[config.mk]
export PLATFORM = sky130hd
export DESIGN_NAME = aprop_port_tracer_flat
export DESIGN_NICKNAME = d
export VERILOG_FILES = /design/src/rtl/aprop_trace_pkg.sv /design/src/rtl/aprop_port_tracer_if.sv /design/src/rtl/aprop_trace_fifo.sv /design/src/rtl/aprop_port_tracer.sv /design/src/flat_wrapper.sv
export SDC_FILE = /design/constraint.sdc
export NUM_CORES = 2
export LEC_CHECK = 0
export BUFFER_PORTS_ARGS = -buffer_cell sky130_fd_sc_hd__buf_2
export CELL_PAD_IN_SITES_DETAIL_PLACEMENT = 0
export CELL_PAD_IN_SITES_GLOBAL_PLACEMENT = 2
export CORE_UTILIZATION = 40
export DETAILED_ROUTE_END_ITERATION = 6
export HOLD_SLACK_MARGIN = 0.03
export PLACE_DENSITY = 0.84
export REMOVE_ABC_BUFFERS = 1
export SETUP_SLACK_MARGIN = 0.2
export SLEW_MARGIN = 20
export SYNTH_ARGS = -nofsm -noshare
export SYNTH_HDL_FRONTEND = slang
export SYNTH_SLANG_ARGS = --single-unit
[constraint.sdc]
create_clock -name clk_in -period 4.5 [get_ports clk_in]
set_clock_uncertainty 0.1 [all_clocks]
set_input_delay 0.225 -clock clk_in [delete_from_list [all_inputs] [get_ports clk_in]]
set_output_delay 0.225 -clock clk_in [all_outputs]
set_load 0.01 [all_outputs]
[src/rtl/aprop_trace_pkg.sv]
// Shared definitions for the AProp port-activity tracer: state encodings,
// default parameters and the saturating drop-counter helper.
package aprop_trace_pkg;

    typedef enum logic [1:0] {
        ST_IDLE  = 2'd0,
        ST_ARMED = 2'd1,
        ST_RUN   = 2'd2,
        ST_DONE  = 2'd3
    } state_e;

    localparam int DEF_WIDTH    = 32;
    localparam int DEF_DEPTH    = 16;
    localparam int DEF_TS_WIDTH = 24;
    localparam int DEF_TIMEOUT  = 12800;
    localparam int DROP_W       = 16;

    function automatic logic [DROP_W-1:0] sat_inc(input logic [DROP_W-1:0] v);
        return (v == {DROP_W{1'b1}}) ? v : v + DROP_W'(1);
    endfunction

endpackage

[src/rtl/aprop_port_tracer_if.sv]
// Event read-out stream of the tracer: show-ahead head entry with valid/ready.
interface aprop_port_tracer_if #(
    parameter int WIDTH    = 32,
    parameter int TS_WIDTH = 24
);
    logic                ev_valid_out;
    logic                ev_ready_in;
    logic [WIDTH-1:0]    ev_value_out;
    logic [TS_WIDTH-1:0] ev_time_out;

    modport master (
        output ev_valid_out, ev_value_out, ev_time_out,
        input  ev_ready_in
    );

    modport slave (
        input  ev_valid_out, ev_value_out, ev_time_out,
        output ev_ready_in
    );
endinterface

[src/rtl/aprop_trace_fifo.sv]
// Show-ahead synchronous FIFO; a push into a full FIFO is only taken when a
// pop happens on the same edge.
module aprop_trace_fifo #(
    parameter int DATA_W = 56,
    parameter int DEPTH  = 16
) (
    input  logic              clk,
    input  logic              rst_n,
    input  logic              push,
    input  logic [DATA_W-1:0] din,
    input  logic              pop,
    output logic              full,
    output logic              empty,
    output logic [DATA_W-1:0] dout
);
    localparam int AW = $clog2(DEPTH);
    localparam int CW = AW + 1;

    logic [DATA_W-1:0] mem_q [DEPTH];
    logic [DATA_W-1:0] mem_d [DEPTH];
    logic [AW-1:0]     wr_ptr_q, wr_ptr_d, rd_ptr_q, rd_ptr_d;
    logic [CW-1:0]     count_q, count_d;
    logic              empty_q, empty_d;
    logic              do_push_s, do_pop_s;

    assign full  = (count_q == CW'(DEPTH));
    assign empty = empty_q;
    assign dout  = mem_q[rd_ptr_q];

    // Pointer, occupancy and storage update.
    always_comb begin
        do_pop_s  = pop & ~empty_q;
        do_push_s = push & (~full | do_pop_s);
        mem_d     = mem_q;
        wr_ptr_d  = wr_ptr_q;
        rd_ptr_d  = rd_ptr_q;
        count_d   = count_q;
        if (do_push_s) begin
            mem_d[wr_ptr_q] = din;
            wr_ptr_d        = wr_ptr_q + AW'(1);
        end else begin
            wr_ptr_d = wr_ptr_q;
        end
        if (do_pop_s) begin
            rd_ptr_d = rd_ptr_q + AW'(1);
        end else begin
            rd_ptr_d = rd_ptr_q;
        end
        case ({do_push_s, do_pop_s})
            2'b10:   count_d = count_q + CW'(1);
            2'b01:   count_d = count_q - CW'(1);
            default: count_d = count_q;
        endcase
        empty_d = (count_d == CW'(0));
    end

    // Storage and pointer registers with synchronous active-low reset.
    always_ff @(posedge clk) begin
        if (!rst_n) begin
            mem_q    <= '{default: '0};
            wr_ptr_q <= '0;
            rd_ptr_q <= '0;
            count_q  <= '0;
            empty_q  <= 1'b1;
        end else begin
            mem_q    <= mem_d;
            wr_ptr_q <= wr_ptr_d;
            rd_ptr_q <= rd_ptr_d;
            count_q  <= count_d;
            empty_q  <= empty_d;
        end
    end

endmodule

[src/rtl/aprop_port_tracer.sv]
// Port-activity tracer: arms on a trigger pattern, time-stamps every masked
// port change into a FIFO and stops after a period of port silence.
module aprop_port_tracer
    import aprop_trace_pkg::*;
#(
    parameter int WIDTH    = DEF_WIDTH,
    parameter int DEPTH    = DEF_DEPTH,
    parameter int TS_WIDTH = DEF_TS_WIDTH,
    parameter int TIMEOUT  = DEF_TIMEOUT
) (
    input  logic               clk_in,
    input  logic               reset_in,
    input  logic               enable_in,
    input  logic [WIDTH-1:0]   port_in,
    input  logic [WIDTH-1:0]   mask_in,
    input  logic [WIDTH-1:0]   trig_mask_in,
    input  logic [WIDTH-1:0]   trig_value_in,
    aprop_port_tracer_if.master ev,
    output logic               overflow_out,
    output logic [DROP_W-1:0]  drop_count_out,
    output logic               timeout_out,
    output logic [1:0]         state_out
);
    localparam int DATA_W = WIDTH + TS_WIDTH;
    localparam int WD_W   = $clog2(TIMEOUT) + 1;

    state_e              state_q, state_d;
    logic [TS_WIDTH-1:0] ts_q, ts_d;
    logic [WIDTH-1:0]    prev_q, prev_d;
    logic [WD_W-1:0]     wd_q, wd_d;
    logic                overflow_q, overflow_d;
    logic [DROP_W-1:0]   drop_q, drop_d;
    logic                timeout_q, timeout_d;

    logic                change_s, trig_s, push_req_s, clr_s, drop_s;
    logic                fifo_push_s, pop_s, full_s, empty_s;
    logic [DATA_W-1:0]   head_s;

    assign change_s = ((port_in ^ prev_q) & mask_in) != '0;
    assign trig_s   = (port_in & trig_mask_in) == trig_value_in;
    assign pop_s    = ~empty_s & ev.ev_ready_in;

    aprop_trace_fifo #(.DATA_W(DATA_W), .DEPTH(DEPTH)) u_fifo (
        .clk   (clk_in),
        .rst_n (reset_in),
        .push  (fifo_push_s),
        .din   ({ts_q, port_in}),
        .pop   (pop_s),
        .full  (full_s),
        .empty (empty_s),
        .dout  (head_s)
    );

    assign ev.ev_valid_out = ~empty_s;
    assign ev.ev_value_out = head_s[WIDTH-1:0];
    assign ev.ev_time_out  = head_s[DATA_W-1:WIDTH];
    assign overflow_out    = overflow_q;
    assign drop_count_out  = drop_q;
    assign timeout_out     = timeout_q;
    assign state_out       = state_q;

    // State register together with the timestamp, watchdog and status flops.
    always_ff @(posedge clk_in) begin
        if (!reset_in) begin
            state_q    <= ST_IDLE;
            ts_q       <= '0;
            prev_q     <= '0;
            wd_q       <= '0;
            overflow_q <= 1'b0;
            drop_q     <= '0;
            timeout_q  <= 1'b0;
        end else begin
            state_q    <= state_d;
            ts_q       <= ts_d;
            prev_q     <= prev_d;
            wd_q       <= wd_d;
            overflow_q <= overflow_d;
            drop_q     <= drop_d;
            timeout_q  <= timeout_d;
        end
    end

    // Next state and watchdog; the watchdog restarts on every capture attempt.
    always_comb begin
        state_d = state_q;
        wd_d    = wd_q;
        if (!enable_in) begin
            state_d = ST_IDLE;
            wd_d    = '0;
        end else begin
            case (state_q)
                ST_IDLE: begin
                    state_d = ST_ARMED;
                    wd_d    = '0;
                end
                ST_ARMED: begin
                    if (trig_s) begin
                        state_d = ST_RUN;
                        wd_d    = '0;
                    end else begin
                        state_d = ST_ARMED;
                    end
                end
                ST_RUN: begin
                    if (change_s) begin
                        wd_d = '0;
                    end else if (wd_q == WD_W'(TIMEOUT - 1)) begin
                        state_d = ST_DONE;
                    end else begin
                        wd_d = wd_q + WD_W'(1);
                    end
                end
                ST_DONE:  state_d = ST_DONE;
                default:  state_d = ST_IDLE;
            endcase
        end
    end

    // Capture requests, overflow/drop accounting and free-running datapath.
    always_comb begin
        push_req_s = 1'b0;
        clr_s      = 1'b0;
        if (enable_in) begin
            case (state_q)
                ST_IDLE:  clr_s      = 1'b1;
                ST_ARMED: push_req_s = trig_s;
                ST_RUN:   push_req_s = change_s;
                default:  push_req_s = 1'b0;
            endcase
        end else begin
            push_req_s = 1'b0;
        end
        fifo_push_s = push_req_s & (~full_s | pop_s);
        drop_s      = push_req_s & full_s & ~pop_s;
        if (clr_s) begin
            overflow_d = 1'b0;
            drop_d     = '0;
        end else if (drop_s) begin
            overflow_d = 1'b1;
            drop_d     = sat_inc(drop_q);
        end else begin
            overflow_d = overflow_q;
            drop_d     = drop_q;
        end
        timeout_d = (state_d == ST_DONE);
        ts_d      = ts_q + TS_WIDTH'(1);
        prev_d    = port_in;
    end

endmodule

[src/flat_wrapper.sv]
// flat-port wrapper written by rule: the top's interface ports become plain ports
module aprop_port_tracer_flat import aprop_trace_pkg::*;
#(
    parameter int WIDTH    = DEF_WIDTH,
    parameter int DEPTH    = DEF_DEPTH,
    parameter int TS_WIDTH = DEF_TS_WIDTH,
    parameter int TIMEOUT  = DEF_TIMEOUT
)
  (clk_in, reset_in, enable_in, port_in, mask_in, trig_mask_in, trig_value_in, overflow_out, drop_count_out, timeout_out, state_out, ev_ev_valid_out, ev_ev_value_out, ev_ev_time_out, ev_ev_ready_in);
  aprop_port_tracer_if #(.WIDTH(WIDTH), .TS_WIDTH(TS_WIDTH)) ev_i ();
  input  logic clk_in;
  input  logic reset_in;
  input  logic enable_in;
  input  logic [WIDTH-1:0] port_in;
  input  logic [WIDTH-1:0] mask_in;
  input  logic [WIDTH-1:0] trig_mask_in;
  input  logic [WIDTH-1:0] trig_value_in;
  output logic overflow_out;
  output logic [DROP_W-1:0] drop_count_out;
  output logic timeout_out;
  output logic [1:0] state_out;
  output wire logic [$bits(ev_i.ev_valid_out)-1:0] ev_ev_valid_out;
  output wire logic [$bits(ev_i.ev_value_out)-1:0] ev_ev_value_out;
  output wire logic [$bits(ev_i.ev_time_out)-1:0] ev_ev_time_out;
  input wire logic [$bits(ev_i.ev_ready_in)-1:0] ev_ev_ready_in;
  assign ev_ev_valid_out = ev_i.ev_valid_out;
  assign ev_ev_value_out = ev_i.ev_value_out;
  assign ev_ev_time_out = ev_i.ev_time_out;
  assign ev_i.ev_ready_in = ev_ev_ready_in;
  aprop_port_tracer #(.WIDTH(WIDTH), .DEPTH(DEPTH), .TS_WIDTH(TS_WIDTH), .TIMEOUT(TIMEOUT)) u_core (.clk_in(clk_in), .reset_in(reset_in), .enable_in(enable_in), .port_in(port_in), .mask_in(mask_in), .trig_mask_in(trig_mask_in), .trig_value_in(trig_value_in), .ev(ev_i), .overflow_out(overflow_out), .drop_count_out(drop_count_out), .timeout_out(timeout_out), .state_out(state_out));
endmodule
; ---- Word level (Yosys, flattened, before mapping)
; Cells that the tools add are included.
; W data, S select, Z words.
[op_classes]
add_sub_neg = 7
magnitude_cmp = 3
n_eq_ne = 12
n_mux = 20
bitwise_logic = 18
reduce_logical = 9
[ops]
columns = cell, count
row1 = $bwmux W896, 1
row2 = $bmux W56 S4, 1
row3 = $demux W56 S4, 1
row4 = $mux W56, 3
row5 = $and A32 B32 Y32, 2
row6 = $mux W15, 3
row7 = $pmux W15 S3, 1
row8 = $eq A32 B32 Y1, 1
row9 = $reduce_bool A32 Y1, 1
row10 = $xor A32 B32 Y32, 1
row11 = $add A24 B1 Y24 const B, 1
row12 = $add A16 B1 Y16 const B, 1
row13 = $eq A16 B16 Y1 const B, 1
row14 = $add A15 B1 Y15 const B, 1
row15 = $eq A15 B14 Y1 const B, 1
row16 = $ge A5 B5 Y1 const B, 2
row17 = $not A4 Y5, 2
row18 = $pmux W5 S2, 1
row19 = $add A4 B1 Y4 const B, 2
row20 = $eq A2 B2 Y1 const B, 4
row21 = $mux W2, 4
row22 = $pmux W2 S4, 1
row23 = $and A1 B1 Y1, 6
row24 = $add A5 B1 Y5 const B, 1
row25 = other kinds (17), 26
[word_totals]
regBits = 1001
output_inout_bits = 77

; ---- Logic depth before layout (Yosys ltp)
[depth]
depth_word = 10
mapped_depth = 18
ltp_nobuf = 17

; ---- Hierarchy
; Synthesis repeated with hierarchy kept, for this count alone.
[hier_totals]
hier_cells = 5012
area_unflattened_um2 = 45786.4
[modules_own_cells]
columns = module, instances, cells_per_inst, area_per_inst_um2, seq_area_each_um2
row1 = aprop_trace_fifo, 1, 4471, 41034.4, 18217.5
row2 = aprop_port_tracer, 1, 541, 4752.1, 1821.7

; ---- Worst setup path before layout
; Ideal clock, no wire load.
[synth_path]
kind = register to register
startpoint = reg u_core.prev_q[13]
endpoint = reg u_core.u_fifo.empty_q, in the netlist u_core.u_fifo.empty
setup_ns = 0.101
t_arrival_ns = 3.343
required_time_ns = 4.299
path_slack_ns = 0.956
stages_incl_launch_ff = 19
n_path_buf = 1
synth_period_minus_slack_ns = 3.544
path_cell_list = dfxtp_1 -> xor2_1 -> a22oi_1 -> nand4_1 -> nor4_1 -> o2bb2ai_2 -> buf_6 -> nand2_1 -> ha_1 -> xor2_1 -> ha_1 -> nor2b_1 -> a22oi_1 -> nor2_1 -> a21oi_1 -> or2_2 -> a21oi_1 -> xor2_1 -> o41ai_1
[synth_via]
elab_chain_cells = 10
elab_cells_between_ends = 11
classes_between = 2 x eq/ne / 3 x mux / 4 x bitwise / 2 x reduce/logical
[synth_lines]
columns = element, line
row1 = "start, declared", aprop_port_tracer.sv:29  ; logic [WIDTH-1:0] prev_q, prev_d;
row2 = "start signal, assigned", aprop_port_tracer.sv:75  ; prev_q <= prev_d;
row3 = $xor A32 B32 Y32 *, aprop_port_tracer.sv:39  ; assign change_s = ((port_in ^ prev_q) & mask_in) != '0;
row4 = $and A32 B32 Y32 *, aprop_port_tracer.sv:39
row5 = $reduce_bool A32 Y1 *, aprop_port_tracer.sv:39
row6 = $pmux W1 S2 *, aprop_port_tracer.sv:124  ; case (state_q)
row7 = $mux W1 *, aprop_port_tracer.sv:123  ; if (enable_in) begin
row8 = $and A1 B1 Y1 *, aprop_port_tracer.sv:133  ; fifo_push_s = push_req_s & (~full_s | pop_s);
row9 = $and A1 B1 Y1 *, aprop_trace_fifo.sv:33  ; do_push_s = push & (~full | do_pop_s);
row10 = $eq A2 B1 Y1 / $eq A2 B2 Y1 (equally long branches), aprop_trace_fifo.sv:49  ; case ({do_push_s, do_pop_s})
row11 = $pmux W5 S2 *, aprop_trace_fifo.sv:49
row12 = $logic_not A5 Y1 *, aprop_trace_fifo.sv:54  ; empty_d = (count_d == CW'(0));
row13 = "end signal, assigned", aprop_trace_fifo.sv:70  ; empty_q <= empty_d;
row14 = "end, declared", aprop_trace_fifo.sv:23  ; logic empty_q, empty_d;
; Every way passes the cells marked *; elsewhere a longest branch is shown, timed or not.
; A chain may end at the register's enable or synchronous reset.

; ---- Worst setup path after layout
[layout_path]
startpoint = reg u_core.prev_q[7]
endpoint = reg u_core.u_fifo.empty_q, in the netlist u_core.u_fifo.empty
; The elaborated chain is that of the path after synthesis.

==> impl_metrics.toml <==
[cells_and_area]
fin_nets = 4213
fin_util = 0.461
seq_area_mm2 = 0.0201
drive_above_1_share = 0.187
fin_area_mm2 = 0.0464
final_common_cell = "dfxtp_1"
n_fill_cell = 9686
syn_to_final_growth_pct = 13.4
mostFrequentLayoutCells = "dfxtp_1 (997), nand3_1 (928), o21ai_0 (764)"
multi_input_area_mm2 = 0.0189

[place]
port_buffers = 208
hpwl_um = 68700
routabilityCongestion = 0.761
placed_area_mm2 = 0.0430

[global_route]
grt_max_degree = 173
grt_pass1_wl_um = 178000
grt.total_usage = 0.221
overflow = 0
grt_pass1_vias = 29100
antenna_found_initial = 2

[critical_path]
worst_setup_path_start_kind = "flip-flop"
path_cells = "xor2_1 > a22oi_1 > nand4_1 > nor4_1 > buf_4 > o2bb2ai_4 > nand2_1 > ha_1 > xor2_1 > ha_1 > nor2b_1 > a22oi_1 > nor2_1 > a21oi_1 > or2_2 > a21oi_1 > xor2_1 > o41ai_1"
cpMostUsedCell = "xor2_1"
crit_type = "flip-flop to flip-flop"
cpPeakStageDelay_ns = 0.63
worstPathRequired_ns = 4.95
crit_slowest_cell = "a22oi_1"
end_kind = "flip-flop"
cp_data_arrival_time_ns = 4.48
worstPathMaxFanout = 3

[sta]
slew_viol_final = 0
fin_crit_sh = 0.895
tightest_slew_ns = 1.05
setup_viol = 0
max_freq_mhz = 248
grt_setup_unrepaired = "no"
fin_crit_ns = 4.03
relSlewSlack = 0.303
tns_ns = 0
hold_viol = 0

[status]
status = "finished clean"

[clocking]
numCtsBuffers = 104
cts_tree = "done"
clk_pin_slew_ns = 0.06
post-cts-setup-buffer-count = 0
htreeDepth = 3
clockBufferDepth = 3
cts_root_buf = "clkbuf_16"
clk_latency_ns = 0.67
cts_sinks = 1001

[power_and_ir_drop]
p_leak_nw = 16.1
totalPowerFinal_mw = 17.9
peakVddDrop_v = 0.000311
pwr_density_cell_mw_per_mm2 = 385

[drt]
viasPerCell = 5.54
antenna_left = 0
routedWlPerCell_um = 21.0
drc = 0
vias = 30500
first_iter_violations = 2088
routed_wl_um = 115000
first_pass_iters = 5

[logic_synthesis]
yosysUniqueCellTypes = 57
async_flop_share = 0
synth.avg_cell_area_um2 = 10.0
ys_seq_elements = 1001
synth_area_mm2 = 0.0409
synth-seq-area-share = 0.490
syn_inst = 4075
synth_edf_count = 0
ys.flop_type = "dfxtp_1"
ys_warn_count = 0

[worst_hold_path]
holdCritPathClass = "input pin to flip-flop"

[floorplan]
rows = 116
core-area_mm2 = 0.101
die_area_mm2 = 0.104
ios = 209
die_w_um = 322
start_util = 0.406
die_h_um = 322

[run]
cap_viol_max_count = 0
-- worst max-delay path: cells and delay by family, from the launching register on --
kind / cells / cell delay (ns)
flip-flops: 1 / 0.30
adder cells (fa/ha/maj): 2 / 0.38
buffers and inverters: 1 / 0.20
XOR/XNOR: 3 / 0.40
AND/OR/NAND/NOR: 6 / 1.14
AO/OA/AOI/OAI: 6 / 1.41
-- cell type report --
cell class	instances	area share
clock buffers	152	0.0661
clock inverters	28	0.00590
inverters	47	0.00380
diodes	1	0.0000539
multi-input cells	2596	0.407
repair buffers	314	0.0486
well taps	1357	0.0366
flip-flops and latches	1001	0.432
-- power by group --
group	internal [mW]	leakage, nW	total, mW	switching (mW)
clock	4.92	1.64	8.49	3.57
sequential	8.88	8.07	8.89	0.0108
combinational	0.128	6.40	0.481	0.353
-- flip-flops by register name, summed over array words and instances (netlist names) --
register and flops:
u_core.u_fifo.wr_ptr_q 4, u_core.u_fifo.count_q 5, u_core.overflow_out 1, u_core.prev_q 32, u_core.timeout_out 1, u_core.state_out 2, u_core.wd_q 15, u_core.u_fifo.mem_q 896
u_core.u_fifo.empty 1, u_core.ts_q 24, u_core.drop_count_out 16, u_core.u_fifo.rd_ptr_q 4
-- kinds of logic after synthesis --
family                     share of synthesized area
and+or+nand+nor                                0.152
AOI/OAI and AO/OA                              0.129
DFF                                            0.490
buffers and inverters                         0.0520
muxes                                          0.155
xor gates and xnor gates                      0.0169
adders and majority gates                    0.00520
-- through the flow --
step                      hold WS, ns  setup WS, ns  instances
final                          0.0641         0.474       5496
after global routing            0.121         0.297       5495
after CTS                      0.0430         0.448       5495
after detailed placement        0.350         0.353       5307
after global placement          0.344         0.391       5307
after floorplan                 0.191         -5.28       3644
-- Yosys cell counts, types with 2 or more instances --
master    instances  area [um2]
a21oi_1          29         145
dfxtp_1        1001       20000
buf_6            18         203
mux4_2          280        6310
o31ai_1           2        15.0
o22a_1            8        70.1
nand3_1         930        4650
nand4b_1          2        17.5
a211oi_2          2        25.0
ha_1             17         213
nand4_1          19         119
buf_4            14         105
a211oi_1          7        52.6
o211ai_1          2        15.0
nand3_2          14         140
clkbuf_1        182         683
o21ai_1         146         731
xor2_1           58         508
nor2_1           34         128
o41ai_1           2        17.5
buf_1           100         375
a21boi_0         15         113
mux2i_1           3        30.0
nand3b_1          2        15.0
xnor2_1          21         184
inv_1            47         176
nor3_1            8        40.0
and4_1            3        26.3
nand2b_1          2        12.5
o21ai_0         764        3820
a22oi_1          18         135
and3_1           31         194
a21o_1            9        67.6
nand2_1          90         338
and2_1           30         188
or3_1            12        75.1
and3b_1           8        70.1
nor2b_1           8        50.1
buf_2           116         581
or4_1             4        30.0
-- worst paths after layout --
path / start / endpoint / slack, ns / depth (start not counted)
hold / removal: port_in[20] / u_core.prev_q[20] / 0.06 / 3
hold reg to reg: u_core.u_fifo.mem_q[492] / u_core.u_fifo.mem_q[492] / 0.36 / 2
setup / recovery: u_core.prev_q[7] / u_core.u_fifo.empty / 0.47 / 18
setup reg to reg: u_core.prev_q[7] / u_core.u_fifo.empty / 0.47 / 18
-- layer usage --
metal / up-vias / global-route usage / routed length, um
li1: 14900 / - / -
met1: 14900 / 0.302 / 54000
met2: 493 / 0.371 / 55400
met3: 145 / 0.0284 / 4020
met4: 0 / 0.0489 / 2110
met5: - / 0 / 0
-- what timing repair did --
action	CTS	global route
hold buffers	8	0
endpoints found under the hold margin	46	0
gates resized for setup	0	0
Note: power is estimated with default switching activity, not from simulation.
